[src/rtl/nfc_apb_regs_pkg.sv]
// Shared definitions for the NAND controller APB register front end:
// register offsets, CTRL/STATUS bit positions, FSM encoding, watchdog default.
package nfc_apb_regs_pkg;

   // Word index into the register map, taken from PADDR[4:2]
   localparam logic [2:0] REG_CMD    = 3'd0;
   localparam logic [2:0] REG_ADDR   = 3'd1;
   localparam logic [2:0] REG_LEN    = 3'd2;
   localparam logic [2:0] REG_CTRL   = 3'd3;
   localparam logic [2:0] REG_STATUS = 3'd4;

   localparam int CTRL_START = 0;
   localparam int CTRL_FLUSH = 1;
   localparam int CTRL_IE    = 2;

   localparam int ST_BUSY = 0;
   localparam int ST_DONE = 1;
   localparam int ST_ERR  = 2;
   localparam int ST_RB   = 3;
   localparam int ST_ACNT = 4;
   localparam int ST_CCNT = 7;
   localparam int ST_TO   = 9;

   localparam int TIMEOUT_DEFAULT = 65535;

   typedef enum logic {
      IDLE = 1'b0,
      BUSY = 1'b1
   } nfc_state_e;

endpackage

[src/rtl/nfc_sync2.sv]
// Two-flop synchroniser for the asynchronous NAND ready/busy pin.
// Resets to 1 so the bus reads "ready" until the pin has been sampled.
module nfc_sync2 (
   input  logic PCLK,
   input  logic PRESETN,
   input  logic d,
   output logic q
);

   logic [1:0] ff;

   always_ff @(posedge PCLK or negedge PRESETN) begin
      if (!PRESETN) ff <= 2'b11;
      else          ff <= {ff[0], d};
   end

   assign q = ff[1];

endmodule

[src/rtl/nfc_apb_regs.sv]
// APB3 register front end of the NAND controller: buffers command/address/length,
// strobes the fsm, tracks status and IRQ. Optional watchdog under `NFC_TIMEOUT_EN.
module nfc_apb_regs
   import nfc_apb_regs_pkg::*;
#(
   parameter int ADDR_DEPTH     = 5,
   parameter int CMD_DEPTH      = 2,
   parameter int TIMEOUT_CYCLES = TIMEOUT_DEFAULT
) (
   input  logic        PCLK,
   input  logic        PRESETN,
   input  logic        PSEL,
   input  logic        PENABLE,
   input  logic        PWRITE,
   input  logic [4:0]  PADDR,
   input  logic [31:0] PWDATA,
   output logic [31:0] PRDATA,
   output logic        PREADY,
   output logic        PSLVERR,
   output logic [15:0] C_Cmd,
   output logic [39:0] C_Addr,
   output logic [2:0]  C_AddrCnt,
   output logic [7:0]  C_Length,
   output logic        C_Start,
   input  logic        F_Done,
   input  logic        F_Err,
   input  logic        F_nRB,
   output logic        IRQ
);

   localparam logic [1:0] CMD_FULL  = 2'(CMD_DEPTH);
   localparam logic [2:0] ADDR_FULL = 3'(ADDR_DEPTH);

   nfc_state_e  state_q, state_d;
   logic [15:0] cmd_buf;
   logic [39:0] addr_buf;
   logic [1:0]  cmd_cnt;
   logic [2:0]  addr_cnt;
   logic [7:0]  len_q;
   logic        ie_q, done_q, err_q, to_q, irq_q, start_q;
   logic        rb_sync, busy, apb_acc, timeout, fin;
   logic        acc_err, cmd_push, addr_push, len_wr, ctrl_wr, start_ok, flush_ok, stat_w1c;
   logic [2:0]  reg_sel;
   logic [31:0] rdata;
   logic        unused_bits;

   assign unused_bits = ^{PADDR[1:0], PWDATA};

   assign apb_acc = PSEL & PENABLE;
   assign reg_sel = PADDR[4:2];
   assign busy    = (state_q == BUSY);
   assign fin     = busy & (F_Done | timeout);

   nfc_sync2 u_rb_sync (
      .PCLK    (PCLK),
      .PRESETN (PRESETN),
      .d       (F_nRB),
      .q       (rb_sync)
   );

   // Access decode: a rejected access raises PSLVERR and commits nothing
   always_comb begin
      acc_err   = 1'b0;
      cmd_push  = 1'b0;
      addr_push = 1'b0;
      len_wr    = 1'b0;
      ctrl_wr   = 1'b0;
      start_ok  = 1'b0;
      flush_ok  = 1'b0;
      stat_w1c  = 1'b0;
      if (apb_acc) begin
         case (reg_sel)
            REG_CMD: if (PWRITE) begin
               acc_err  = busy || (cmd_cnt == CMD_FULL);
               cmd_push = !acc_err;
            end
            REG_ADDR: if (PWRITE) begin
               acc_err   = busy || (addr_cnt == ADDR_FULL);
               addr_push = !acc_err;
            end
            REG_LEN: if (PWRITE) begin
               acc_err = busy;
               len_wr  = !busy;
            end
            REG_CTRL: if (PWRITE) begin
               // FLUSH takes priority, so START+FLUSH in IDLE is a clean flush
               if (PWDATA[CTRL_FLUSH])      acc_err = busy;
               else if (PWDATA[CTRL_START]) acc_err = busy || (cmd_cnt == 2'd0);
               ctrl_wr  = !acc_err;
               flush_ok = ctrl_wr & PWDATA[CTRL_FLUSH];
               start_ok = ctrl_wr & PWDATA[CTRL_START] & ~PWDATA[CTRL_FLUSH];
            end
            REG_STATUS: stat_w1c = PWRITE;
            default: acc_err = 1'b1;
         endcase
      end
   end

   always_comb begin
      state_d = state_q;
      case (state_q)
         IDLE:    if (start_ok) state_d = BUSY;
         BUSY:    if (F_Done || timeout) state_d = IDLE;
         default: state_d = IDLE;
      endcase
   end

   always_ff @(posedge PCLK or negedge PRESETN) begin
      if (!PRESETN) state_q <= IDLE;
      else          state_q <= state_d;
   end

   always_ff @(posedge PCLK or negedge PRESETN) begin
      if (!PRESETN) begin
         cmd_buf  <= '0;
         addr_buf <= '0;
         cmd_cnt  <= '0;
         addr_cnt <= '0;
         len_q    <= '0;
         ie_q     <= 1'b0;
         done_q   <= 1'b0;
         err_q    <= 1'b0;
         irq_q    <= 1'b0;
         start_q  <= 1'b0;
      end else begin
         start_q <= start_ok;
         if (cmd_push) begin
            cmd_buf[{cmd_cnt, 3'b000} +: 8] <= PWDATA[7:0];
            cmd_cnt <= cmd_cnt + 2'd1;
         end
         if (addr_push) begin
            addr_buf[{addr_cnt, 3'b000} +: 8] <= PWDATA[7:0];
            addr_cnt <= addr_cnt + 3'd1;
         end
         if (flush_ok || fin) begin
            cmd_cnt  <= '0;
            addr_cnt <= '0;
         end
         if (len_wr)  len_q <= PWDATA[7:0];
         if (ctrl_wr) ie_q  <= PWDATA[CTRL_IE];
         // Hardware set beats a same-cycle W1C
         if (fin)                             done_q <= 1'b1;
         else if (stat_w1c && PWDATA[ST_DONE]) done_q <= 1'b0;
         if ((fin && F_Err) || timeout)       err_q <= 1'b1;
         else if (stat_w1c && PWDATA[ST_ERR])  err_q <= 1'b0;
         irq_q <= ie_q & (done_q | err_q);
      end
   end

`ifdef NFC_TIMEOUT_EN
   localparam logic [15:0] WD_LAST = 16'(TIMEOUT_CYCLES - 1);
   logic [15:0] wd_cnt;

   assign timeout = busy && (wd_cnt == WD_LAST);

   always_ff @(posedge PCLK or negedge PRESETN) begin
      if (!PRESETN) begin
         wd_cnt <= '0;
         to_q   <= 1'b0;
      end else begin
         if (start_ok)  wd_cnt <= '0;
         else if (busy) wd_cnt <= wd_cnt + 16'd1;
         if (timeout)                        to_q <= 1'b1;
         else if (stat_w1c && PWDATA[ST_TO]) to_q <= 1'b0;
      end
   end
`else
   assign timeout = 1'b0;
   assign to_q    = 1'b0;
`endif

   always_comb begin
      rdata = '0;
      if (apb_acc && !PWRITE) begin
         case (reg_sel)
            REG_LEN:  rdata[7:0]     = len_q;
            REG_CTRL: rdata[CTRL_IE] = ie_q;
            REG_STATUS: begin
               rdata[ST_BUSY]         = busy;
               rdata[ST_DONE]         = done_q;
               rdata[ST_ERR]          = err_q;
               rdata[ST_RB]           = rb_sync;
               rdata[ST_ACNT +: 3]    = addr_cnt;
               rdata[ST_CCNT +: 2]    = cmd_cnt;
               rdata[ST_TO]           = to_q;
            end
            default: rdata = '0;
         endcase
      end
   end

   assign PRDATA    = rdata;
   assign PREADY    = 1'b1;
   assign PSLVERR   = acc_err;
   assign C_Cmd     = cmd_buf;
   assign C_Addr    = addr_buf;
   assign C_AddrCnt = addr_cnt;
   assign C_Length  = len_q;
   assign C_Start   = start_q;
   assign IRQ       = irq_q;

endmodule
[config.mk]
export PLATFORM = sky130hd
export DESIGN_NAME = nfc_apb_regs
export DESIGN_NICKNAME = d
export VERILOG_FILES = /design/src/rtl/nfc_apb_regs_pkg.sv /design/src/rtl/nfc_sync2.sv /design/src/rtl/nfc_apb_regs.sv
export SDC_FILE = /design/constraint.sdc
export NUM_CORES = 1
export LEC_CHECK = 0
export CAP_MARGIN = 20
export CORE_MARGIN = 2
export CORE_UTILIZATION = 45
export CTS_CLUSTER_DIAMETER = 80
export DETAILED_ROUTE_END_ITERATION = 12
export DONT_BUFFER_PORTS = 1
export PLACE_DENSITY_LB_ADDON = 0.12
export SLEW_MARGIN = 15
export SYNTH_ARGS = -nofsm -noshare
export SYNTH_HDL_FRONTEND = slang
export SYNTH_HIERARCHICAL = 1
export SYNTH_SLANG_ARGS = --single-unit
[constraint.sdc]
create_clock -name PCLK -period 2.3 [get_ports PCLK]
set_input_delay 0.23 -clock PCLK [delete_from_list [all_inputs] [get_ports PCLK]]
set_output_delay 0.23 -clock PCLK [all_outputs]
set_load 0.005 [all_outputs]
## Word-level counts from Yosys, hierarchy flattened

Index checks and enable logic that the tools add are counted.
W data, S select, Z words.

- Shift-type cells: 4
- Equality and inequality tests: 6
- Bitwise gates (word level): 9
- Multiplexer cells: 49
- Add/sub/neg operators: 4
- Reduce and logical (&&, ||, !) cells: 19

Operator list:

| kind | count |
|---|---|
| $bwmux W40 | 1 |
| $shift A8 B8 Y40 const A | 1 |
| $shiftx A8 B8 Y40 | 1 |
| $mux W1 | 37 |
| $bwmux W16 | 1 |
| $shift A8 B7 Y16 const A | 1 |
| $shiftx A8 B7 Y16 | 1 |
| $pmux W5 S2 | 1 |
| $mux W9 | 1 |
| $neg A6 Y8 | 1 |
| $reduce_bool A2 Y1 | 4 |
| $neg A5 Y7 | 1 |
| $and A1 B1 Y1 | 6 |
| $eq A3 B2 Y1 const B | 2 |
| $eq A3 B3 Y1 const B | 2 |
| $mux W3 | 2 |
| $logic_not A1 Y1 | 5 |
| $pmux W1 S5 | 1 |
| $logic_and A1 B1 Y1 | 4 |
| $logic_or A1 B1 Y1 | 4 |
| $mux W2 | 2 |
| $pmux W2 S2 | 1 |
| $add A3 B1 Y3 const B | 1 |
| $eq A3 B1 Y1 const B | 1 |
| 8 further kinds | 9 |

- Input bits: 45
- Register bits after elaboration: 77
- Output and inout bits: 103

## Longest topological paths before layout

- Depth after elaboration: 15
- Depth in mapped cells: 8
- Gate-level depth less buffers: 7

## By module

The synthesis kept the hierarchy.

Modules (own cells, without submodules):

| module | instances | cells each | area an instance (µm²) | sequential area each (µm²) |
|---|---|---|---|---|
| nfc_apb_regs | 1 | 313 | 3622.2 | 1876.8 |
| nfc_sync2 | 1 | 2 | 52.6 | 52.6 |

## Least setup slack after synthesis

Ideal clock, no wire load.

- Path type: reg2reg
- Start point: register addr_cnt[0] (netlist: C_AddrCnt[0])
- End point: register addr_buf[3] (netlist: C_Addr[3])
- Arrival: 2093 ps
- Stages on the path, launching flop included: 8
- Clock period less this slack: 2218 ps
- Buffers on the path: 0
- Required time: 2175 ps
- Slack: 82 ps
- Cells stage by stage: dfrtp_1 inv_1 ha_1 ha_1 nor4_1 nand2_1 nor3_2 mux2_2

- Longest elaborated chain between the ends: 6

RTL lines:

| what | line | text |
|---|---|---|
| start, declared | nfc_apb_regs.sv:38 | `logic [2:0] addr_cnt;` |
| start signal, assigned | nfc_apb_regs.sv:133 | `addr_cnt <= addr_cnt + 3'd1;` |
| parallel branches: the longest is 6 deep, another holds $neg A6 Y8 | n/a |  |
| end signal, assigned by index | nfc_apb_regs.sv:132 | `addr_buf[{addr_cnt, 3'b000} +: 8] <= PWDATA[7:0];` |
| end, declared | nfc_apb_regs.sv:36 | `logic [39:0] addr_buf;` |

Several ways; the timed one is not identified.
A chain may end at the register's enable or synchronous reset.

## Final worst setup path

- Start point: register addr_cnt[0] (netlist: C_AddrCnt[0])
- End point: register addr_buf[25] (netlist: C_Addr[25])

The elaborated chain is that of the path after synthesis.

==> results.json <==
{
  "finClkSkew_ns": 0.009165,
  "multi_input_area_um2": 1550,
  "hpwlAfterDp_mm": 5.592,
  "worst_ep_arrival_time_ns": 2.37,
  "io_pins": 148,
  "cts_setup_buffers": 0,
  "grt_max_degree": 78,
  "antenna_found_initial": 0,
  "port_buffers": 0,
  "synth-seq-area-share": 0.5250,
  "area_delta_synth_final_pct": 9.738,
  "ys_warn_count": 6,
  "async_flop_share": 1.000,
  "start_util": 0.4707,
  "num_rows": 32,
  "placed_cell_area_um2": 3722,
  "grt_pass1_vias": 2211,
  "synth_edf_count": 0,
  "grt-ovfl-total": 0,
  "slew_violations": 0,
  "tns_ns": 0,
  "leakage_nw": 1.981,
  "syn_inst": 315,
  "rsz0062_at_grt": "false",
  "fin_area_um2": 4033,
  "wire_per_inst_um": 19.03,
  "regArea_um2": 1929,
  "crit_path_max_fanout": 8,
  "fmax_mhz": 466.4,
  "setup_viol": 0,
  "clockBufferDepth": 2,
  "synthFlopType": "dfrtp_1",
  "layout.cells.most_common": "dfrtp_1",
  "tightestPinTransition_ns": 0.7030,
  "hp-class": "in2reg",
  "nFillCells": 733,
  "groute.usage.overall": 0.1944,
  "finalNetCount": 385,
  "critPathRequiredTime_ns": 2.53,
  "die_w_um": 94.37,
  "yosysTopAreaCellShare": 0.5107,
  "ys_ff_latch": 77,
  "relSlewSlack": 0.5304,
  "drt_first_pass_iters": 4,
  "worst_setup_path_start_kind": "register",
  "fin_crit_sh": 0.9323,
  "fin_cells": 438,
  "n_antenna_cell": 0,
  "wirelength_mm": 8.333,
  "gp_congestion": 0.8004,
  "first_iter_violations": 68,
  "syn_area_um2": 3675,
  "max-cap-violations": 0,
  "fin_crit_ns": 2.144,
  "vias_per_cell": 5.274,
  "via_count": 2310,
  "numCtsBuffers": 9,
  "vdd_drop_max_mv": 0.3939,
  "status": "complete, no violations",
  "route.detailed.drc": 0,
  "synth_cell_types": 43,
  "worstSkewPairLatency_ns": 0.35,
  "cts_tree": "yes",
  "grt_pass1_wl_mm": 12.70,
  "dieArea_um2": 8905,
  "synth.largest_area_cell": "dfrtp_1",
  "synth_area_per_cell_um2": 11.67,
  "final_cell_mix": "dfrtp_1, nand2_1, mux2_2",
  "ant_nets": 0,
  "core_area_um2": 7807,
  "die_y_um": 94.37,
  "dp.cells": 413,
  "clock_sinks": 77,
  "htreeDepth": 3,
  "cp-end-kind": "register",
  "cts_root_buffer": "clkbuf_8",
  "p_per_area_nw_per_um2": 827.5,
  "cts.clk_slew.worst_paths_ns": 0.08,
  "hold_viol": 0,
  "drive_above_1_share": 0.2619,
  "synth.area.top_cells": "dfrtp_1, mux2_2, mux2_4, buf_4, nand2_1",
  "critPathKind": "reg2reg"
}
synthesized netlist by cell type (2+ instances only):
master    number
dfrtp_1       75
nand4_1        3
nor3b_1        2
and2_1         2
xnor2_1        3
nand3_1       16
o22ai_1        2
or3_1          3
nand2_1       39
ha_1           8
o21ai_0       10
dfstp_2        2
conb_1         2
buf_4         26
and3_1         4
inv_1          6
buf_6          2
a21oi_1        3
a32oi_1        2
nor2_2         2
mux2_4        16
a22oi_1        7
mux2_2        34
clkbuf_1       9
nor2_1        16
nand3b_1       2
nor2b_1        3
through the flow:
| step | worst slack [ns] | hold slack [ns] | power [mW] | util |
|---|---|---|---|---|
| after floorplan | 0.08210 | -0.06559 | 2.167 | - |
| after global placement | 0.1572 | -0.06407 | 2.300 | 0.4768 |
| after detailed placement | 0.1400 | -0.06403 | 2.314 | 0.4768 |
| after CTS | 0.1310 | 0.0001710 | 3.364 | 0.5107 |
| after global routing | 0.002031 | 0.001270 | 3.552 | 0.5165 |
| final | 0.1558 | 0.01258 | 3.337 | 0.5165 |
area by class of cell:
cell class,instances,area share
multi-input cells,215,0.3844
inverters,6,0.005585
clock buffers,9,0.03072
well taps,102,0.03165
repair buffers,23,0.05337
flip-flops and latches,77,0.4784
clock inverters,6,0.01582
final timing paths:
| check | end | cells past startpoint | startpoint | slack, ns |
|---|---|---|---|---|
| min in group asynchronous | cmd_cnt[1] | 2 | PRESETN | 0.46 |
| min | C_Cmd[7] | 2 | PWDATA[7] | 0.01 |
| max in group asynchronous | u_rb_sync/ff[1] | 2 | PRESETN | 1.50 |
| max | C_Addr[25] | 6 | C_AddrCnt[0] | 0.16 |
| max reg2reg | C_Addr[25] | 6 | C_AddrCnt[0] | 0.16 |
| min reg2reg | u_rb_sync/ff[1] | 0 | u_rb_sync/ff[0] | 0.37 |
flip-flops by register name (all words and copies together), names as in the netlist:
| name | cells |
|---|---|
| done_q | 1 |
| C_AddrCnt | 3 |
| C_Cmd | 16 |
| err_q | 1 |
| C_Length | 8 |
| C_Addr | 40 |
| IRQ | 1 |
| busy | 1 |
| u_rb_sync/ff | 2 |
| cmd_cnt | 2 |
| C_Start | 1 |
| ie_q | 1 |
per-layer routing:
metal	track usage	vias up	part of all wire
li1	-	1068	-
met1	0.2625	1133	0.43
met2	0.2935	98	0.47
met3	0.05826	11	0.075
met4	0.08092	0	0.020
met5	0	-	0
cell families (layout without fill, tap and decap cells):
family	Yosys count	in the layout	share of synthesized area
other	2	24	0.002044
AO/OA/AOI/OAI	29	29	0.05108
adder cells (fa/ha/maj)	8	8	0.02724
XOR/XNOR	3	3	0.007151
AND/OR/NAND/NOR	101	101	0.1410
flip-flops	77	77	0.5250
multiplexers	50	50	0.1696
buffers and inverters	45	44	0.07695
critical path, stage by stage, from the launching register on:
cell     delay (ns)
dfrtp_1        0.38
buf_4          0.17
ha_1           0.19
nand2_1        0.17
nand3_4        0.13
or3_1          0.60
mux2_4         0.38
report_power, final:
part	switching (mW)	internal, mW	total (mW)
clock	0.503	0.495	0.998
combinational	0.367	0.317	0.684
sequential	0.143	1.51	1.65
total	1.01	2.32	3.34
what timing repair did:
item	in CTS	in global routing
setup endpoints to repair	0	8
hold endpoints to repair	81	5
hold buffers	6	4
resized for setup	0	2
No activity file was read; power rests on OpenSTA's default activity.
